[src/rtl/serial_subtractor_pkg.sv]
// Shared constants for the bit-serial subtractor.
// State encoding and default operand width.
package serial_subtractor_pkg;

  localparam int DEF_WIDTH = 8;

  localparam logic [1:0] IDLE = 2'd0;
  localparam logic [1:0] RUN  = 2'd1;
  localparam logic [1:0] DONE = 2'd2;

endpackage

[src/rtl/serial_subtractor_fs_cell.sv]
// Combinational full-subtractor cell.
// Computes x - y - bi as one diff bit and a borrow out.
module fs_cell (
  input  logic x,
  input  logic y,
  input  logic bi,
  output logic diff,
  output logic bout
);

  // Difference bit and borrow generation
  always_comb begin
    diff = x ^ y ^ bi;
    bout = (~x & y) | (~x & bi) | (y & bi);
  end

endmodule

[src/rtl/serial_subtractor.sv]
// Bit-serial subtractor: d = a - b, LSB first.
// One fs_cell, registered borrow, start/busy/done handshake.
module serial_subtractor
  import serial_subtractor_pkg::*;
#(
  parameter int WIDTH = DEF_WIDTH
) (
  input  logic             clk,
  input  logic             rst,
  input  logic             start,
  input  logic [WIDTH-1:0] a,
  input  logic [WIDTH-1:0] b,
  output logic [WIDTH-1:0] d,
  output logic             bo,
  output logic             v,
  output logic             busy,
  output logic             done
);

  localparam int CW = (WIDTH > 1) ? $clog2(WIDTH) : 1;

  logic [1:0]       state_q, state_d;
  logic [WIDTH-1:0] sa_q, sa_d;
  logic [WIDTH-1:0] sb_q, sb_d;
  logic [WIDTH-1:0] sd_q, sd_d;
  logic [WIDTH-1:0] d_q, d_d;
  logic [CW-1:0]    cnt_q, cnt_d;
  logic             br_q, br_d;
  logic             am_q, am_d;
  logic             bm_q, bm_d;
  logic             bo_q, bo_d;
  logic             v_q, v_d;

  logic dbit;
  logic bnext;
  logic last;
  logic load;
  logic busy_o;
  logic done_o;

  fs_cell u_fs (
    .x    (sa_q[0]),
    .y    (sb_q[0]),
    .bi   (br_q),
    .diff (dbit),
    .bout (bnext)
  );

  assign last = (cnt_q == CW'(WIDTH - 1));

  // Operand acceptance: only outside RUN
  always_comb begin
    load = start &
           ((state_q == IDLE) |
            (state_q == DONE));
  end

  // State register
  always_ff @(posedge clk) begin
    if (rst) state_q <= IDLE;
    else     state_q <= state_d;
  end

  // Next-state logic
  always_comb begin
    state_d = state_q;
    unique case (state_q)
      IDLE: if (start) state_d = RUN;
      RUN:  if (last)  state_d = DONE;
      DONE: state_d = start ? RUN : IDLE;
      default: state_d = IDLE;
    endcase
  end

  // Handshake outputs decoded from state
  always_comb begin
    busy_o = 1'b0;
    done_o = 1'b0;
    unique case (state_q)
      RUN:  busy_o = 1'b1;
      DONE: done_o = 1'b1;
      default: ;
    endcase
  end

  // Datapath next values: load, shift, complete
  always_comb begin
    sa_d  = sa_q;
    sb_d  = sb_q;
    sd_d  = sd_q;
    br_d  = br_q;
    cnt_d = cnt_q;
    am_d  = am_q;
    bm_d  = bm_q;
    d_d   = d_q;
    bo_d  = bo_q;
    v_d   = v_q;
    if (load) begin
      sa_d  = a;
      sb_d  = b;
      br_d  = 1'b0;
      cnt_d = '0;
      am_d  = a[WIDTH-1];
      bm_d  = b[WIDTH-1];
    end else if (state_q == RUN) begin
      sd_d  = {dbit, sd_q[WIDTH-1:1]};
      br_d  = bnext;
      sa_d  = sa_q >> 1;
      sb_d  = sb_q >> 1;
      cnt_d = cnt_q + 1'b1;
      if (last) begin
        d_d  = {dbit, sd_q[WIDTH-1:1]};
        bo_d = bnext;
        v_d  = (am_q ^ bm_q) &
               (dbit ^ am_q);
      end
    end
  end

  // Datapath registers with synchronous clear
  always_ff @(posedge clk) begin
    if (rst) begin
      sa_q  <= '0;
      sb_q  <= '0;
      sd_q  <= '0;
      br_q  <= 1'b0;
      cnt_q <= '0;
      am_q  <= 1'b0;
      bm_q  <= 1'b0;
      d_q   <= '0;
      bo_q  <= 1'b0;
      v_q   <= 1'b0;
    end else begin
      sa_q  <= sa_d;
      sb_q  <= sb_d;
      sd_q  <= sd_d;
      br_q  <= br_d;
      cnt_q <= cnt_d;
      am_q  <= am_d;
      bm_q  <= bm_d;
      d_q   <= d_d;
      bo_q  <= bo_d;
      v_q   <= v_d;
    end
  end

  assign d    = d_q;
  assign bo   = bo_q;
  assign v    = v_q;
  assign busy = busy_o;
  assign done = done_o;

endmodule

[config.mk]
export PLATFORM = sky130hd
export DESIGN_NAME = serial_subtractor
export DESIGN_NICKNAME = d
export VERILOG_FILES = /design/src/rtl/serial_subtractor_pkg.sv /design/src/rtl/serial_subtractor_fs_cell.sv /design/src/rtl/serial_subtractor.sv
export SDC_FILE = /design/constraint.sdc
export NUM_CORES = 1
export LEC_CHECK = 0
export CAP_MARGIN = 25
export CORE_MARGIN = 3
export CORE_UTILIZATION = 54
export CTS_CLUSTER_DIAMETER = 100
export DETAILED_ROUTE_END_ITERATION = 10
export PLACE_DENSITY = 0.92
export SLEW_MARGIN = 20
export SYNTH_ARGS = -nofsm -noshare
export SYNTH_HDL_FRONTEND = slang
export SYNTH_SLANG_ARGS = --single-unit
[constraint.sdc]
create_clock -name clk -period 3.4 [get_ports clk]
set_input_delay 0.51 -clock clk [delete_from_list [all_inputs] [get_ports clk]]
set_output_delay 0.51 -clock clk [all_outputs]
set_load 0.05 [all_outputs]
==> flow_summary.yaml <==
routing:
  drt-total-wl_um: 3230
  vias: 1372
  initialDrtViolationCount: 63
  routedWlPerCell_um: 13.4
  route.detailed.drc: 0
  vias_per_cell: 5.69
  first_pass_iters: 4
  ant_nets: 0
logic_synthesis:
  syn_nets: 207
  synthArstFlopShare_pct: 0
  netlist.area_leader.share_pct: 49.9
  yosysWarnings: 0
  yosys.cell_count.top_type: "nand2_1"
  synth.top_cells.by_area: "dfxtp_1 (50%), nand2_1 (9.6%), a21oi_1 (6.7%), nor3_1 (3.7%), a311oi_1 (2.7%)"
  postSynthCellCount: 185
  yosysSeqAreaShare_pct: 49.9
  synth_area_leader_cell: "dfxtp_1"
  synth_area_um2: 1650
  synth_seq_cells: 41
  syn_avg_cell_area_um2: 8.89
  synth.distinct_cells: 32
  synth_edf_count: 0
  synth_commonest_cells: "nand2_1 (42), dfxtp_1 (41), a21oi_1 (22), nor3_1 (12), nor2_1 (10)"
  synth_ff_type: "dfxtp_1"
floorplan:
  initial_core_util_pct: 58.2
  coreArea_um2: 2830
  die_h_um: 61.2
  die_x_um: 61.2
  die-area_um2: 3750
  rows: 19
  pin_count: 31
critical_path:
  crit_path_max_fanout: 26
  startpoint_type: "register"
  end_kind: "output port"
  cp_data_required_time_ns: 2.89
  cp.arrival_ns: 2.16
  path_class: "register to output port"
timing:
  grt_setup_unrepaired: "false"
  min_period_over_period_pct: 78.4
  drv_slew: 0
  whs_ns: 0.463
  finalCriticalPeriod_ns: 2.67
  clock.fmax_mhz: 375
  finalSetupTns_ns: 0
  skew_ns: 0.00626
  setup_viol: 0
  slew_headroom_pct: 41.7
  tightest_slew_ns: 0.875
  timing_hold_violations_final: 0
layout:
  fin_nets: 231
  num_antenna_cells: 0
  multiInputGateArea_um2: 707
  register_area_um2: 821
  fillers: 219
  layout-drive-gt1-share_pct: 8.10
  area_delta_synth_final_pct: 18.5
clock_network:
  post_cts_resized: 0
  cts_setup_buffers: 0
  h-tree-depth: 2
  root_buffer: "clkbuf_4"
  clk_latency_ns: 0.36
  numCtsBuffers: 5
  cts_buffer_depth: 2
  cts_tree: "yes"
  cts_sinks: 41
  clkTransAtPathRegs_ns: 0.12
  ctsHoldBuffers: 0
pwr:
  vdd_ir_drop_max_uv: 279
  powerDensity_nw_per_um2: 445
  total_power_w: 0.000868
  p_leak_nw: 0.678
grt:
  grt_util_all_layers_pct: 19.6
  grt_antenna_before_repair: 0
  grt_max_degree: 42
  grt_pass1_vias: 1187
  grt-ovfl-total: 0
  grt_pass1_wl_um: 5340
flow_run:
  drv_cap: 0
outcome:
  status: "finished clean"
placed_design:
  dp_hpwl_um: 2170
  gp_congestion: 0.764
  place.port_buffers: 30
worst_hold_path:
  hold_path_class: "register to register"
## stage by stage
stage	cell area [um^2]	util (%)	setup WS, ns	cells
finish	1950	68.9	0.735	241
global route	1950	68.9	0.629	241
CTS	1950	68.9	0.751	241
detailed placement	1890	67.0	1.16	233
global placement	1890	67.0	1.18	233
floorplan	1650	-	1.79	185
## worst max-delay path, cell delays in order, from the launching register on
cell	delay [ns]
dfxtp_1	0.45
nand2b_1	0.08
buf_4	0.22
clkinv_4	0.19
clkdlybuf4s50_1	0.84
## routing by layer
| layer | part of all wire [%] | up-vias | GRT usage (%) |
|---|---|---|---|
| met1 | 46 | 639 | 25.2 |
| met4 | 2.4 | 0 | 11.1 |
| met5 | 0 | - | 0 |
| met3 | 4.8 | 8 | 3.77 |
| met2 | 47 | 41 | 30.7 |
| li1 | - | 684 | - |
## cells by family (layout without fill, tap and decap cells)
family	after synthesis	after routing	share of synthesized area, %
and+or+nand+nor	80	80	22.2
adders and majority gates	3	3	2.74
muxes	3	3	1.83
AOI/OAI and AO/OA	40	40	15.7
DFF	41	41	49.9
xor gates and xnor gates	1	1	0.532
buffers and inverters	17	42	7.15
## flip-flops by register name, indices dropped and copies added, names as in the netlist, 2 cells and up
name and count:
d 8, cnt_q 3, sd_q 7, sb_q 8, sa_q 8, state_q 2
## power by group
part | leakage (nW) | internal [W] | total (W) | switching [W]
combinational | 0.312 | 0.0000501 | 0.000112 | 0.0000618
sequential | 0.335 | 0.000502 | 0.000516 | 0.0000141
clock | 0.0310 | 0.0000780 | 0.000240 | 0.000162
## final timing paths
path | start | to | slack [ns] | depth (start not counted)
max | state_q[0]$_SDFFE_PP0P_ | busy | 0.73 | 4
min | d[5]$_SDFFE_PP0P_ | d[5]$_SDFFE_PP0P_ | 0.46 | 2
max reg2reg | sa_q[0]$_SDFFE_PP0P_ | v$_SDFFE_PP0P_ | 1.61 | 4
min reg2reg | d[5]$_SDFFE_PP0P_ | d[5]$_SDFFE_PP0P_ | 0.46 | 2
## layout make-up
| type | count | area share [%] |
|---|---|---|
| flip-flops and latches | 41 | 42.1 |
| multi-input cells | 127 | 36.3 |
| repair buffers | 32 | 16.2 |
| well taps | 31 | 1.99 |
| clock buffers | 5 | 1.93 |
| clock inverters | 3 | 0.899 |
| inverters | 2 | 0.642 |
## cell usage in the layout (no fill, tap or decap)
cell type,Yosys,layout
a211oi_1,1,1
a211oi_2,1,1
a21oi_1,22,22
a22oi_1,4,4
a311oi_1,5,5
a311oi_2,1,1
and3b_1,1,1
buf_4,3,2
clkbuf_4,0,5
clkdlybuf4s50_1,0,30
clkinv_2,0,2
clkinv_4,1,1
clkinvlp_4,0,1
dfxtp_1,41,41
fa_1,1,1
ha_1,2,2
inv_1,1,1
mux2i_1,3,3
nand2_1,42,42
nand2b_1,2,2
nand3_1,6,6
nand3b_1,2,2
nor2_1,10,10
nor2b_1,1,1
nor2b_2,1,1
nor3_1,12,12
nor3_2,2,2
o21a_1,1,1
o22ai_1,5,5
or3b_2,1,1
xnor2_1,1,1
Power figures use the tool's default switching activity.
